**src/rtl/mult_pkg.sv**
```systemverilog
// Shared definitions for the sequential shift-add multiplier.
//   mult_state_t : FSM encoding (IDLE, BUSY, DONE)
//   prod_width() : product width for a given operand width
package mult_pkg;

  typedef enum logic [1:0] {
    IDLE = 2'd0,
    BUSY = 2'd1,
    DONE = 2'd2
  } mult_state_t;

  function automatic int prod_width(input int w);
    return 2 * w;
  endfunction

endpackage

```
**src/rtl/seq_multiplier.sv**
```systemverilog
// Iterative shift-add multiplier, one multiplier bit per clock.
// Operands are reduced to unsigned magnitudes at accept time, so the datapath
// is a single 2*WIDTH adder. The sign is restored when the product is written.
// Ports:
//   clk, rst_n           : clock, synchronous active-low reset
//   in_valid/in_ready    : operand handshake (a, b, is_signed sampled on accept)
//   out_valid/out_ready  : product handshake
//   product              : 2*WIDTH result, two's complement when is_signed was 1
module seq_multiplier
  import mult_pkg::*;
#(
  parameter int WIDTH = 8
) (
  input  logic                           clk,
  input  logic                           rst_n,
  input  logic                           in_valid,
  output logic                           in_ready,
  input  logic [WIDTH-1:0]               a,
  input  logic [WIDTH-1:0]               b,
  input  logic                           is_signed,
  output logic                           out_valid,
  input  logic                           out_ready,
  output logic [prod_width(WIDTH)-1:0]   product
);

  localparam int PW = prod_width(WIDTH);
  localparam int CW = (WIDTH > 1) ? $clog2(WIDTH) : 1;
  localparam logic [CW-1:0] LAST = CW'(WIDTH - 1);

  mult_state_t      state_q, state_d;
  logic [PW-1:0]    mcand_q, mcand_d;     // multiplicand, shifted left each step
  logic [WIDTH-1:0] mplier_q, mplier_d;   // multiplier, shifted right each step
  logic [PW-1:0]    acc_q, acc_d;
  logic [CW-1:0]    cnt_q, cnt_d;
  logic             neg_q, neg_d;
  logic [PW-1:0]    prod_q, prod_d;
  logic             out_valid_q, out_valid_d;

  logic [WIDTH-1:0] a_mag, b_mag;
  logic [PW-1:0]    acc_sum;

  // |-2^(WIDTH-1)| wraps to 2^(WIDTH-1), which is the correct unsigned magnitude.
  assign a_mag = (is_signed && a[WIDTH-1]) ? -a : a;
  assign b_mag = (is_signed && b[WIDTH-1]) ? -b : b;

  assign acc_sum = acc_q + (mplier_q[0] ? mcand_q : '0);

  always_comb begin
    state_d     = state_q;
    mcand_d     = mcand_q;
    mplier_d    = mplier_q;
    acc_d       = acc_q;
    cnt_d       = cnt_q;
    neg_d       = neg_q;
    prod_d      = prod_q;
    out_valid_d = out_valid_q;
    case (state_q)
      IDLE: begin
        if (in_valid) begin
          mcand_d  = PW'(a_mag);
          mplier_d = b_mag;
          acc_d    = '0;
          cnt_d    = '0;
          neg_d    = is_signed & (a[WIDTH-1] ^ b[WIDTH-1]);
          state_d  = BUSY;
        end
      end
      BUSY: begin
        acc_d    = acc_sum;
        mcand_d  = mcand_q << 1;
        mplier_d = mplier_q >> 1;
        cnt_d    = cnt_q + 1'b1;
        if (cnt_q == LAST) begin
          // Negating zero yields zero, so no negative-zero case exists.
          prod_d      = neg_q ? -acc_sum : acc_sum;
          out_valid_d = 1'b1;
          cnt_d       = '0;
          state_d     = DONE;
        end
      end
      DONE: begin
        if (out_ready) begin
          out_valid_d = 1'b0;
          state_d     = IDLE;
        end
      end
      default: state_d = IDLE;
    endcase
  end

  always_ff @(posedge clk) begin
    if (!rst_n) begin
      state_q     <= IDLE;
      mcand_q     <= '0;
      mplier_q    <= '0;
      acc_q       <= '0;
      cnt_q       <= '0;
      neg_q       <= 1'b0;
      prod_q      <= '0;
      out_valid_q <= 1'b0;
    end else begin
      state_q     <= state_d;
      mcand_q     <= mcand_d;
      mplier_q    <= mplier_d;
      acc_q       <= acc_d;
      cnt_q       <= cnt_d;
      neg_q       <= neg_d;
      prod_q      <= prod_d;
      out_valid_q <= out_valid_d;
    end
  end

  assign in_ready  = (state_q == IDLE);
  assign out_valid = out_valid_q;
  assign product   = prod_q;

endmodule

```
**config.mk**
```make
export PLATFORM = sky130hd
export DESIGN_NAME = seq_multiplier
export DESIGN_NICKNAME = d
export VERILOG_FILES = /design/src/rtl/mult_pkg.sv /design/src/rtl/seq_multiplier.sv
export SDC_FILE = /design/constraint.sdc
export NUM_CORES = 1
export LEC_CHECK = 0
export ABC_CLOCK_PERIOD_IN_PS = 5850
export CAP_MARGIN = 20
export CORE_UTILIZATION = 60
export CTS_CLUSTER_DIAMETER = 200
export DETAILED_ROUTE_END_ITERATION = 8
export PLACE_DENSITY = 0.82
export SKIP_CTS_REPAIR_TIMING = 1
export SLEW_MARGIN = 5
export SYNTH_ARGS = -nofsm -noshare
export SYNTH_HDL_FRONTEND = slang
export SYNTH_SLANG_ARGS = --single-unit
```
**constraint.sdc**
```tcl
create_clock -name clk -period 5.85 [get_ports clk]
set_clock_uncertainty 0.15 [all_clocks]
set_input_delay 1.17 -clock clk [delete_from_list [all_inputs] [get_ports clk]]
set_output_delay 1.17 -clock clk [all_outputs]
set_load 0.01 [all_outputs]
```
# After elaboration in Yosys (flattened, before gate mapping)
# Index checks and enable logic that the tools add are counted.
dict set report word_totals {
  regBits 63
  input_bits 21
  out_inout_bits 18
  word_cells 51
}
dict set report op_classes {
  add_sub_neg 5
  n_eq_ne 6
  mux 20
  n_bitwise 2
  n_reduce_logical 10
}
# op count
set ops {}
lappend ops {{16-bit 2-to-1 mux} 4}
lappend ops {{16-bit case mux with 2 select lines} 2}
lappend ops {{8-bit 2-to-1 mux} 3}
lappend ops {{16-bit adder} 1}
lappend ops {{16-bit negator} 1}
lappend ops {{8-bit negator} 2}
lappend ops {{8-bit case mux with 2 select lines} 1}
lappend ops {{2-bit 2-to-1 mux} 3}
lappend ops {{3-bit 2-to-1 mux} 2}
lappend ops {{2-bit inequality test, second input constant} 3}
lappend ops {{2-bit case mux with 3 select lines} 1}
lappend ops {{3-bit case mux with 2 select lines} 1}
lappend ops {{2-bit AND reduction} 3}
lappend ops {{3-bit AND reduction} 2}
lappend ops {{2-bit nonzero test} 2}
lappend ops {{3-bit by 1-bit adder with 3-bit output, second input constant} 1}
lappend ops {{3-bit equality test, second input constant} 1}
lappend ops {{2-bit by 1-bit equality test with 1-bit output, second input constant} 1}
lappend ops {{2-bit equality test, second input constant} 1}
lappend ops {{1-bit logical AND} 2}
lappend ops {{2-bit logical NOT} 1}
lappend ops {{1-bit 2-to-1 mux} 2}
lappend ops {{1-bit case mux with 2 select lines} 1}
lappend ops {{1-bit bitwise AND} 1}
lappend ops {{1-bit XOR} 1}

# Longest topological paths before layout
dict set report depth {
  ltp_word 4
  depth_mapped 12
  ltp_nobuf 11
}

# Worst setup path after synthesis
# OpenSTA, ideal clock, no wires.
dict set report synth_timing {
  path_type {register -> register}
  from {register mplier_q[0]}
  to {register prod_q[12], in the netlist product[12]}
  setup_ns 0.086
  t_arrival_ns 3.042
  t_required_ns 5.614
  setup_slack_ns 2.572
  stages_incl_launch_ff 13
  path_buffers 1
  period_less_slack_ns 3.278
  cell_sequence {dfxtp_1 clkbuf_1 and2_1 ha_1 fa_1 a211oi_1 o21bai_1 o21ai_1 xnor2_1 or4_4 o31ai_2 xor2_1 a211oi_1}
}
dict set report synth_between {
  elab_chain_cells 4
}
# item line
set synth_rtl {}
lappend synth_rtl {{start: declaration} seq_multiplier.sv:32} ;# logic [WIDTH-1:0] mplier_q, mplier_d;
lappend synth_rtl {{start signal: assignment} seq_multiplier.sv:104} ;# mplier_q <= mplier_d;
lappend synth_rtl {{16-bit 2-to-1 mux (*)} seq_multiplier.sv:46} ;# assign acc_sum = acc_q + (mplier_q[0] ? mcand_q : '0);
lappend synth_rtl {{16-bit adder (*)} seq_multiplier.sv:46}
lappend synth_rtl {{16-bit negator} seq_multiplier.sv:75} ;# prod_d = neg_q ? -acc_sum : acc_sum;
lappend synth_rtl {{16-bit 2-to-1 mux (*)} seq_multiplier.sv:75}
lappend synth_rtl {{end signal: assignment} seq_multiplier.sv:108} ;# prod_q <= prod_d;
lappend synth_rtl {{end: declaration} seq_multiplier.sv:36} ;# logic [PW-1:0] prod_q, prod_d;
# Mark *: on every way between the ends. The rest lies on a longest branch, timed or not.
# A chain may end at the register's enable or synchronous reset.

# Worst setup path in the final report
dict set report layout_timing {
  from {register mplier_q[0]}
  to {register prod_q[11], in the netlist product[11]}
}
# Same word-level chain as after synthesis.

==> results.md <==
* Outcome: complete, no violations
* DRT met1 WL at 4.23 mm
* Post-synth top flop: dfxtp_1
* Worst Path Arrival at 3.69 ns
* Fraction of layout cells with a size suffix above 1 at 5.65%
* Share of the synthesized area in the top cell type at between 30 and 40%
* WL met3 at 458 um
* Post-DP HPWL at 6.91 mm
* Syn. warnings at 0
* CTS tree: yes
* Pre-CTS setup slack at about 2.4 ns
* N_diodes at 0
* Max-Cap Viols at 0
* Die Y-Extent at between 80 and 90 um
* Static leakage at 0.00171 uW
* Die area at 6900 um2
* Syn Area/Cell at about 7.8 um2
* Final Cycle Share at 61.2%
* Met2 WL at 4.73 mm
* Peak supply drop at between 0.00015 and 0.0002 V
* Crit end category: register
* # IOs at 39
* Mapped Area at 3940 um2
* CTS Buffer Depth at 2
* Seq cells post-synth at 63
* CTS root buf: clkbuf_8
* 1st-pass router iterations at 5
* PortBufs at 38
* Uppermost layer routed: met4
* Syn_nets at around 550
* Die X at just over 80 um
* Routability Congestion at about 0.94
* Syn Inst Count at 505
* First-pass GRT wire length at 16.1 mm
* Residual DRC at 0
* GRT Total Usage at between 20% and 30%
* Worst-Margin Slew at around 1 ns
* Vias/cell at 6.11
* WS Path Type: reg2reg
* Area Overhead vs Synth at 14.5%
* Post-route minimum period at 3.58 ns
* Register area share after synthesis at 32.0%
* Critical Path Fanout Max at 17
* Yosys top cell by area: dfxtp_1
* Largest net degree at the start of global routing at 62
* Initial Utilization at 62.1%
* Hold Crit Class: reg2reg
* Post-synth ARST share at 0%
* Final Hold Viols at 0
* WL/cell at 15.7 um
* Startpoint Class: register
* Final Max Slew Viols at 0
* Setup WS post-layout at between 2 and 2.5 ns
* CORE AREA at 6350 um2
* Slew HR at between 30% and 40%
* WL final at 9.57 mm
* Setup TNS at 0 ns
* Cell variety after synth at 58
* Row count at 29
* Routed Antenna Nets at 0
* GRT overflow at 0
* Final setup violation count at 0
* Initial drt markers at 272
* Power Density at about 210 nW/um2
* Top cells by area, synth: dfxtp_1 (32%), a21oi_1 (7.4%), ha_1 (6.3%), nand2_1 (5.3%), xor2_1 (4.4%)
* Clk sink count at 63
* Detailed-route via count at 3714
* Clock Pin Slew Worst Setup and Hold Paths at 0.07 ns
* Layout Nets at 568
* Fmax at 280 MHz
* Vias in the first global route at 3379
* Number of synthesized flops with an enable pin at 0
* Worst EP required at roughly 6.0 ns
* Clock latency on the worst-skew pair at 0.35 ns
* H-Tree Depth at 3
* Cts bufs inserted at 9
* Initial antenna violation count at 0
* RSZ-0062 raised after global routing: false
worst paths after layout:
check / depth (start not counted) / slack, ns / end / start
hold reg to reg: 2 / 0.30 / product[8] / product[8]
setup reg to reg: 11 / 2.27 / product[11] / mplier_q[0]
hold / removal: 2 / 0.30 / product[8] / product[8]
setup / recovery: 11 / 2.27 / product[11] / mplier_q[0]
power breakdown:
group | total [uW] | switching, uW | internal [uW]
combinational | 109 | 67.5 | 41.0
sequential | 449 | 10.2 | 439
clock | 382 | 184 | 198
state kept, by name, summed over array words and instances, names as in the netlist:
name and flops:
mplier_q 8, cnt_q 3, mcand_q 16, acc_q 16
out_valid 1, product 16, state_q 2, neg_q 1
critical path, cell delays in order (launching register included):
cell and delay [ns]:
dfxtp_1 0.42, and2_1 0.20, ha_1 0.22, fa_1 0.43
a211oi_1 0.28, o21bai_1 0.17, o21ai_1 0.22, nor4b_1 0.57
nor4_4 0.17, o31ai_1 0.33, xor2_1 0.10, a211oi_1 0.23
layout by cell type (no fill, tap or decap), types with 4 or more instances in the layout:
master / instances
xor2_1: 20
ha_1: 20
nand3_1: 33
clkbuf_8: 9
a22oi_1: 16
a21oi_1: 58
o31ai_1: 5
a211oi_1: 13
nand2_1: 56
dfxtp_1: 63
o21ai_1: 4
and2_1: 20
nor2_1: 45
inv_1: 14
nor3_1: 12
a211o_1: 6
o21a_1: 4
mux2i_1: 4
xnor2_1: 11
clkdlybuf4s50_1: 38
nand2b_1: 6
o21ai_0: 11
area by class of cell:
class	count	area, um2
fillers	545	1840
clock buffers	9	124
repair buffers	41	403
clock inverters	7	71.3
flip-flops and latches	63	1260
multi-input cells	396	2500
well taps	77	96.3
inverters	15	56.3
per-layer routing:
layer | track usage, % | up-vias
met5 | 0 | -
met4 | 9.25 | 0
met3 | 3.58 | 17
li1 | - | 1870
met1 | 37.1 | 1707
met2 | 49.2 | 120
through the flow:
| stage | instances | hold slack [ns] | power [uW] | util [%] | instance area, um2 |
|---|---|---|---|---|---|
| 2_1_floorplan | 505 | 0.282 | 527 | - | 3940 |
| 3_3_place_gp | 592 | 0.290 | 565 | 68.0 | 4320 |
| 3_5_place_dp | 592 | 0.298 | 567 | 68.0 | 4320 |
| 4_1_cts | 608 | 0.308 | 944 | 71.1 | 4510 |
| 5_1_grt | 608 | 0.322 | 978 | 71.1 | 4510 |
| 6_report | 608 | 0.303 | 940 | 71.1 | 4510 |
synth_stat cells (all sizes together) (3+ instances only):
library cell	number
dfxtp	63
a21oi	58
nand2	56
nor2	45
nand3	33
clkbuf	28
and2	20
ha	20
xor2	20
a22oi	16
o21ai	15
a211oi	14
inv	14
nor3	13
xnor2	11
a211o	6
nand2b	6
o31ai	6
a221oi	4
mux2i	4
nor4	4
o21a	4
a31oi	3
a32oi	3
buf	3
nand4	3
or3	3
kinds of logic after synthesis:
family,count (synthesis),share of synthesized area [%]
XOR/XNOR,31,6.89
AND/OR/NAND/NOR,192,23.7
buffers and inverters,46,4.60
flip-flops,63,32.0
multiplexers,4,1.02
adder cells (fa/ha/maj),21,6.86
AO/OA/AOI/OAI,148,25.0
No activity file was read; power rests on OpenSTA's default activity.
